<file path="src/rtl/frame_pkg.sv">
// Shared definitions for the raster-to-window coordinate mapper.
// Default widths, the power-up window and the window config layout.
package frame_pkg;

  localparam int COORD_W = 10;
  localparam int SCALE_W = 2;

  localparam int DEF_X0 = 185;
  localparam int DEF_Y0 = 30;
  localparam int DEF_W  = 640;
  localparam int DEF_H  = 480;

  typedef struct packed {
    logic               en;
    logic [COORD_W-1:0] x0;
    logic [COORD_W-1:0] y0;
    logic [COORD_W-1:0] w;
    logic [COORD_W-1:0] h;
    logic [SCALE_W-1:0] scale;
  } win_cfg_t;

endpackage

</file>
<file path="src/rtl/window_hit.sv">
// Stage-1 containment test and origin subtraction for one window.
// Edge sums carry one extra bit so x0+w past the raster range still works.
module window_hit #(
  parameter int COORD_W = 10
) (
  input  logic               clk,
  input  logic               reset_n,
  input  logic               valid,
  input  logic [COORD_W-1:0] x,
  input  logic [COORD_W-1:0] y,
  input  logic               en,
  input  logic [COORD_W-1:0] x0,
  input  logic [COORD_W-1:0] y0,
  input  logic [COORD_W-1:0] w,
  input  logic [COORD_W-1:0] h,
  output logic               hit,
  output logic [COORD_W-1:0] dx,
  output logic [COORD_W-1:0] dy
);

  logic [COORD_W:0] x_end;
  logic [COORD_W:0] y_end;
  logic             in_x;
  logic             in_y;

  assign x_end = {1'b0, x0} + {1'b0, w};
  assign y_end = {1'b0, y0} + {1'b0, h};
  assign in_x  = (x >= x0) && ({1'b0, x} < x_end);
  assign in_y  = (y >= y0) && ({1'b0, y} < y_end);

  always_ff @(posedge clk or negedge reset_n) begin
    if (!reset_n) begin
      hit <= 1'b0;
      dx  <= '0;
      dy  <= '0;
    end else begin
      hit <= en & valid & in_x & in_y;
      dx  <= x - x0;
      dy  <= y - y0;
    end
  end

endmodule

</file>
<file path="src/rtl/frame_window_mapper.sv">
// Maps raster coordinates onto up to NUM_WIN prioritised frame windows.
// Double-buffered config commits at the frame origin; fixed 2-cycle latency.
module frame_window_mapper #(
  parameter int COORD_W = frame_pkg::COORD_W,
  parameter int NUM_WIN = 2,
  parameter int IDX_W   = 3,
  parameter int SCALE_W = frame_pkg::SCALE_W
) (
  input  logic               clk,
  input  logic               reset_n,
  input  logic [COORD_W-1:0] vga_x_in,
  input  logic [COORD_W-1:0] vga_y_in,
  input  logic               pix_valid_in,
  input  logic               cfg_we,
  input  logic [IDX_W-1:0]   cfg_idx,
  input  logic               cfg_en,
  input  logic [COORD_W-1:0] cfg_x0,
  input  logic [COORD_W-1:0] cfg_y0,
  input  logic [COORD_W-1:0] cfg_w,
  input  logic [COORD_W-1:0] cfg_h,
  input  logic [SCALE_W-1:0] cfg_scale,
  output logic [COORD_W-1:0] frame_x,
  output logic [COORD_W-1:0] frame_y,
  output logic [IDX_W-1:0]   frame_idx,
  output logic               frame_there,
  output logic               frame_start
);

  import frame_pkg::*;

  typedef struct packed {
    logic               en;
    logic [COORD_W-1:0] x0;
    logic [COORD_W-1:0] y0;
    logic [COORD_W-1:0] w;
    logic [COORD_W-1:0] h;
    logic [SCALE_W-1:0] scale;
  } cfg_t;

  function automatic cfg_t reset_cfg(int i);
    cfg_t c;
    c = '0;
    if (i == 0) begin
      c.en = 1'b1;
      c.x0 = COORD_W'(DEF_X0);
      c.y0 = COORD_W'(DEF_Y0);
      c.w  = COORD_W'(DEF_W);
      c.h  = COORD_W'(DEF_H);
    end
    return c;
  endfunction

  cfg_t shadow [NUM_WIN];
  cfg_t active [NUM_WIN];
  logic commit;

  assign commit = pix_valid_in
                & (vga_x_in == '0)
                & (vga_y_in == '0);

  // Writes to indices outside the bank match no entry and are dropped.
  always_ff @(posedge clk or negedge reset_n) begin
    if (!reset_n) begin
      for (int i = 0; i < NUM_WIN; i++) begin
        shadow[i] <= reset_cfg(i);
        active[i] <= reset_cfg(i);
      end
    end else begin
      for (int i = 0; i < NUM_WIN; i++) begin
        if (cfg_we && (cfg_idx == IDX_W'(i))) begin
          shadow[i] <= {cfg_en, cfg_x0, cfg_y0,
                        cfg_w, cfg_h, cfg_scale};
        end
        if (commit) begin
          active[i] <= shadow[i];
        end
      end
    end
  end

  logic [NUM_WIN-1:0] s1_hit;
  logic [COORD_W-1:0] s1_dx    [NUM_WIN];
  logic [COORD_W-1:0] s1_dy    [NUM_WIN];
  logic [SCALE_W-1:0] s1_scale [NUM_WIN];
  logic               s1_start;

  for (genvar g = 0; g < NUM_WIN; g++) begin : g_win
    window_hit #(
      .COORD_W (COORD_W)
    ) u_hit (
      .clk     (clk),
      .reset_n (reset_n),
      .valid   (pix_valid_in),
      .x       (vga_x_in),
      .y       (vga_y_in),
      .en      (active[g].en),
      .x0      (active[g].x0),
      .y0      (active[g].y0),
      .w       (active[g].w),
      .h       (active[g].h),
      .hit     (s1_hit[g]),
      .dx      (s1_dx[g]),
      .dy      (s1_dy[g])
    );
  end

  // Scale travels with the pixel so a commit cannot skew an in-flight one.
  always_ff @(posedge clk or negedge reset_n) begin
    if (!reset_n) begin
      s1_start <= 1'b0;
      for (int i = 0; i < NUM_WIN; i++) begin
        s1_scale[i] <= '0;
      end
    end else begin
      s1_start <= commit;
      for (int i = 0; i < NUM_WIN; i++) begin
        s1_scale[i] <= active[i].scale;
      end
    end
  end

  logic               sel_hit;
  logic [IDX_W-1:0]   sel_idx;
  logic [COORD_W-1:0] sel_dx;
  logic [COORD_W-1:0] sel_dy;
  logic [SCALE_W-1:0] sel_scale;

  always_comb begin
    sel_hit   = 1'b0;
    sel_idx   = '0;
    sel_dx    = '0;
    sel_dy    = '0;
    sel_scale = '0;
    for (int i = NUM_WIN - 1; i >= 0; i--) begin
      if (s1_hit[i]) begin
        sel_hit   = 1'b1;
        sel_idx   = IDX_W'(i);
        sel_dx    = s1_dx[i];
        sel_dy    = s1_dy[i];
        sel_scale = s1_scale[i];
      end
    end
  end

  always_ff @(posedge clk or negedge reset_n) begin
    if (!reset_n) begin
      frame_x     <= '0;
      frame_y     <= '0;
      frame_idx   <= '0;
      frame_there <= 1'b0;
      frame_start <= 1'b0;
    end else begin
      frame_there <= sel_hit;
      frame_start <= s1_start;
      if (sel_hit) begin
        frame_x   <= sel_dx >> sel_scale;
        frame_y   <= sel_dy >> sel_scale;
        frame_idx <= sel_idx;
      end
    end
  end

endmodule

</file>
<file path="config.mk">
export PLATFORM = sky130hd
export DESIGN_NAME = frame_window_mapper
export DESIGN_NICKNAME = d
export VERILOG_FILES = /design/src/rtl/frame_pkg.sv /design/src/rtl/window_hit.sv /design/src/rtl/frame_window_mapper.sv
export SDC_FILE = /design/constraint.sdc
export NUM_CORES = 1
export LEC_CHECK = 0
export CAP_MARGIN = 5
export CORE_MARGIN = 2
export CORE_UTILIZATION = 50
export DETAILED_ROUTE_END_ITERATION = 12
export GPL_ROUTABILITY_DRIVEN = 1
export GPL_TIMING_DRIVEN = 0
export PLACE_DENSITY = 0.69
export SYNTH_ARGS = -nofsm -noshare
export SYNTH_HDL_FRONTEND = slang
export SYNTH_SLANG_ARGS = --single-unit
</file>
<file path="constraint.sdc">
create_clock -name clk -period 9.7 [get_ports clk]
set_clock_uncertainty 0.15 [all_clocks]
set_input_delay 1.94 -clock clk [delete_from_list [all_inputs] [get_ports clk]]
set_output_delay 1.94 -clock clk [all_outputs]
set_load 0.005 [all_outputs]
</file>
==> flow_summary.json <==
{
  "outcome": "finished clean",
  "ff_latch_area_um2": 6100,
  "area_growth_pct": 17.6,
  "post-dp-hpwl_um": 23900,
  "cp-start-kind": "primary input",
  "yosys_warnings": 0,
  "post_cts_buffers": 0,
  "power.leakage_uw": 0.00729,
  "hold_ws_ns": 0.222,
  "post-synth-top-count-cell": "dfrtp_1",
  "stdcell_count": 1639,
  "antenna_found_initial": 0,
  "min_period_over_period_pct": 45.6,
  "reg2reg_from": "active[32]",
  "reg2reg_setup_slack_ns": 5.89,
  "ios": 95,
  "multi_input_area_um2": 6530,
  "grt_pass1_wl_um": 48700,
  "clock_latency_ns": 0.55,
  "dieArea_um2": 27400,
  "grt_overflow": 0,
  "arrival_ns": 4.74,
  "final_core_util_pct": 59.4,
  "worst-r2r-cell-count": 12,
  "hp-class": "reg -> reg",
  "synthCells": 1160,
  "path_cells": "clkdlybuf4s50_1, inv_1, ha_1, fa_1, nand2b_1, a21oi_1, a41o_1, a2111oi_0, nor4_1, o211a_1",
  "syn_area_um2": 13000,
  "path_clk_slew_ns": 0.06,
  "cp_top_family": "compound AO/OA/AOI/OAI gates",
  "cts_sinks": 242,
  "synth_edf_count": 0,
  "dp_cells": 1590,
  "crit_start": "vga_x_in[0]",
  "start_util_pct": 50.5,
  "async_flop_share_pct": 100,
  "drt-initial-drc-count": 614,
  "drc": 0,
  "fillers": 2159,
  "ir_worst_vdd_mv": 0.131,
  "worstSetupPathType": "in -> reg",
  "synth-seq-area-share_pct": 46.7,
  "wl_um": 30900,
  "rr_endpoint": "g_win[1].u_hit.hit",
  "grt_max_degree": 115,
  "min_to": "s1_scale[1]",
  "die_y_um": 166,
  "numPortBuffers": 92,
  "cp_max_fo": 4,
  "vias": 9186,
  "synth_area_leader_cell": "dfrtp_1",
  "tightest_slew_ns": 1.01,
  "drt-vias-per-instance": 5.60,
  "syn_area_per_cell_um2": 11.2,
  "pre_cts_slack_ns": 4.73,
  "synthTopCellsByArea": "dfrtp_1 (40%), ha_1 (11%), mux2_2 (11%), dfstp_2 (6.4%), o21ai_0 (2.8%)",
  "final_hold_viol_count": 0,
  "core_area_um2": 25800,
  "slowest_stage": "clkdlybuf4s50_1",
  "setup_viol": 0,
  "cts_max_level": 1,
  "hold_buffers": 0,
  "grtUsageTotal_pct": 23.2,
  "worst_slack_ns": 5.28,
  "synth-seq-cells": 242,
  "finalMaxSlewViolations": 0,
  "timing.fmax_ghz": 0.226,
  "pwr_density_cell_nw_per_um2": 156,
  "fin_crit_ns": 4.42,
  "row_count": 59,
  "drive_gt1_share_pct": 18.4,
  "cts_buffer_depth": 3,
  "layout.nets": 1478,
  "cts_tree": "done",
  "firstDrtPassIters": 5,
  "hold_path.startpoint": "active[1]",
  "clockRootBuffer": "clkbuf_16",
  "grt_pass1_vias": 9041,
  "crit_required_ns": 10.02,
  "slew_headroom_pct": 32.5,
  "max_cap_viol_count": 0,
  "synth_cell_types": 63,
  "synth_common_cells": "dfrtp_1 (210), mux2_2 (128), ha_1 (116)",
  "place.gp.congestion": 0.832,
  "wl_per_cell_um": 18.9,
  "end_kind": "flop",
  "whs_path_depth": 0,
  "numCtsBuffers": 27,
  "synth_top_area_share_pct": 40.3,
  "rsz0062_at_grt": "no",
  "cts_resized": 0,
  "ant_nets": 0,
  "die_w_um": 166,
  "dominantRegCellSynth": "dfrtp_1",
  "insertedDiodeCount": 0,
  "critPathMaxStageDelay_ns": 0.58,
  "critPathBufInv": 2
}
==> report_power, final <==
part / leakage [µW] / switching [µW] / total, µW / internal [µW]
logic: 0.00396 / 87.5 / 199 / 112
registers: 0.00289 / 46.8 / 1160 / 1110
clock network: 0.000439 / 409 / 1030 / 623
==> cells by family after synthesis <==
group / Yosys count / synth area share, %
simple gates: 253 / 9.25
flops: 242 / 46.7
compound gates: 234 / 11.7
mux: 148 / 12.7
fa+ha+maj: 124 / 12.4
buf+inv: 99 / 3.29
xor+xnor: 59 / 3.96
other cells: 1 / 0.0287
==> area by class of cell <==
type	instances	area share [%]
clock inverters	9	0.832
plain buffers	36	1.26
clock buffers	40	4.98
inverters	63	1.54
flip-flops and latches	242	39.7
well taps	335	2.73
multi-input cells	820	42.5
repair buffers	94	6.39
==> per-stage QoR <==
stage               power, µW  TNS [ns]  instance area, µm²
floorplan                1270         0               13100
global placement         1360   -717.09               14400
finish                   2390         0               15300
CTS                      2410         0               15300
global route             2480         0               15300
detailed placement       1380         0               14500
==> routing by layer <==
metal,global-route usage [%],wire length [µm]
met2,37.5,14100
met1,32.4,14400
met4,7.25,848
met3,3.60,1610
met5,0,0
==> state kept, by name, summed over array words and instances, names as in the netlist, 2 cells and up <==
register / cells
active: 86
frame_y: 10
g_win.u_hit.hit: 2
frame_x: 10
shadow: 86
g_win.u_hit.dy: 20
g_win.u_hit.dx: 20
s1_scale: 4
==> cell usage in the layout, fill, tap and decap left out, drive strengths merged, types with 5 or more instances in the layout <==
cell,count
clkinv,5
nor2,61
nand2,91
dfstp,32
a221oi,7
xnor2,32
nor3,24
inv,64
nor2b,17
o41ai,5
nand3,14
a21o,12
a22oi,28
o21ai,72
a2111oi,8
fa,8
xor2,27
nor4,9
nand2b,12
clkbuf,47
nand4,5
dfrtp,210
mux2,136
a21oi,55
ha,116
buf,32
clkdlybuf4s50,91
mux2i,12
o21a,7
==> worst max-delay path by stage <==
| stage | to | slack [ns] | depth (start not counted) |
|---|---|---|---|
| after floorplan | g_win[0].u_hit.hit | 5.88 | 9 |
| after global placement | shadow[23] | -3.39 | 1 |
| after detailed placement | g_win[0].u_hit.hit | 4.73 | 10 |
| after CTS | g_win[0].u_hit.hit | 5.30 | 10 |
| after global routing | g_win[0].u_hit.hit | 5.10 | 10 |
| final | g_win[0].u_hit.hit | 5.28 | 10 |
(Power assumes the default switching activity.)
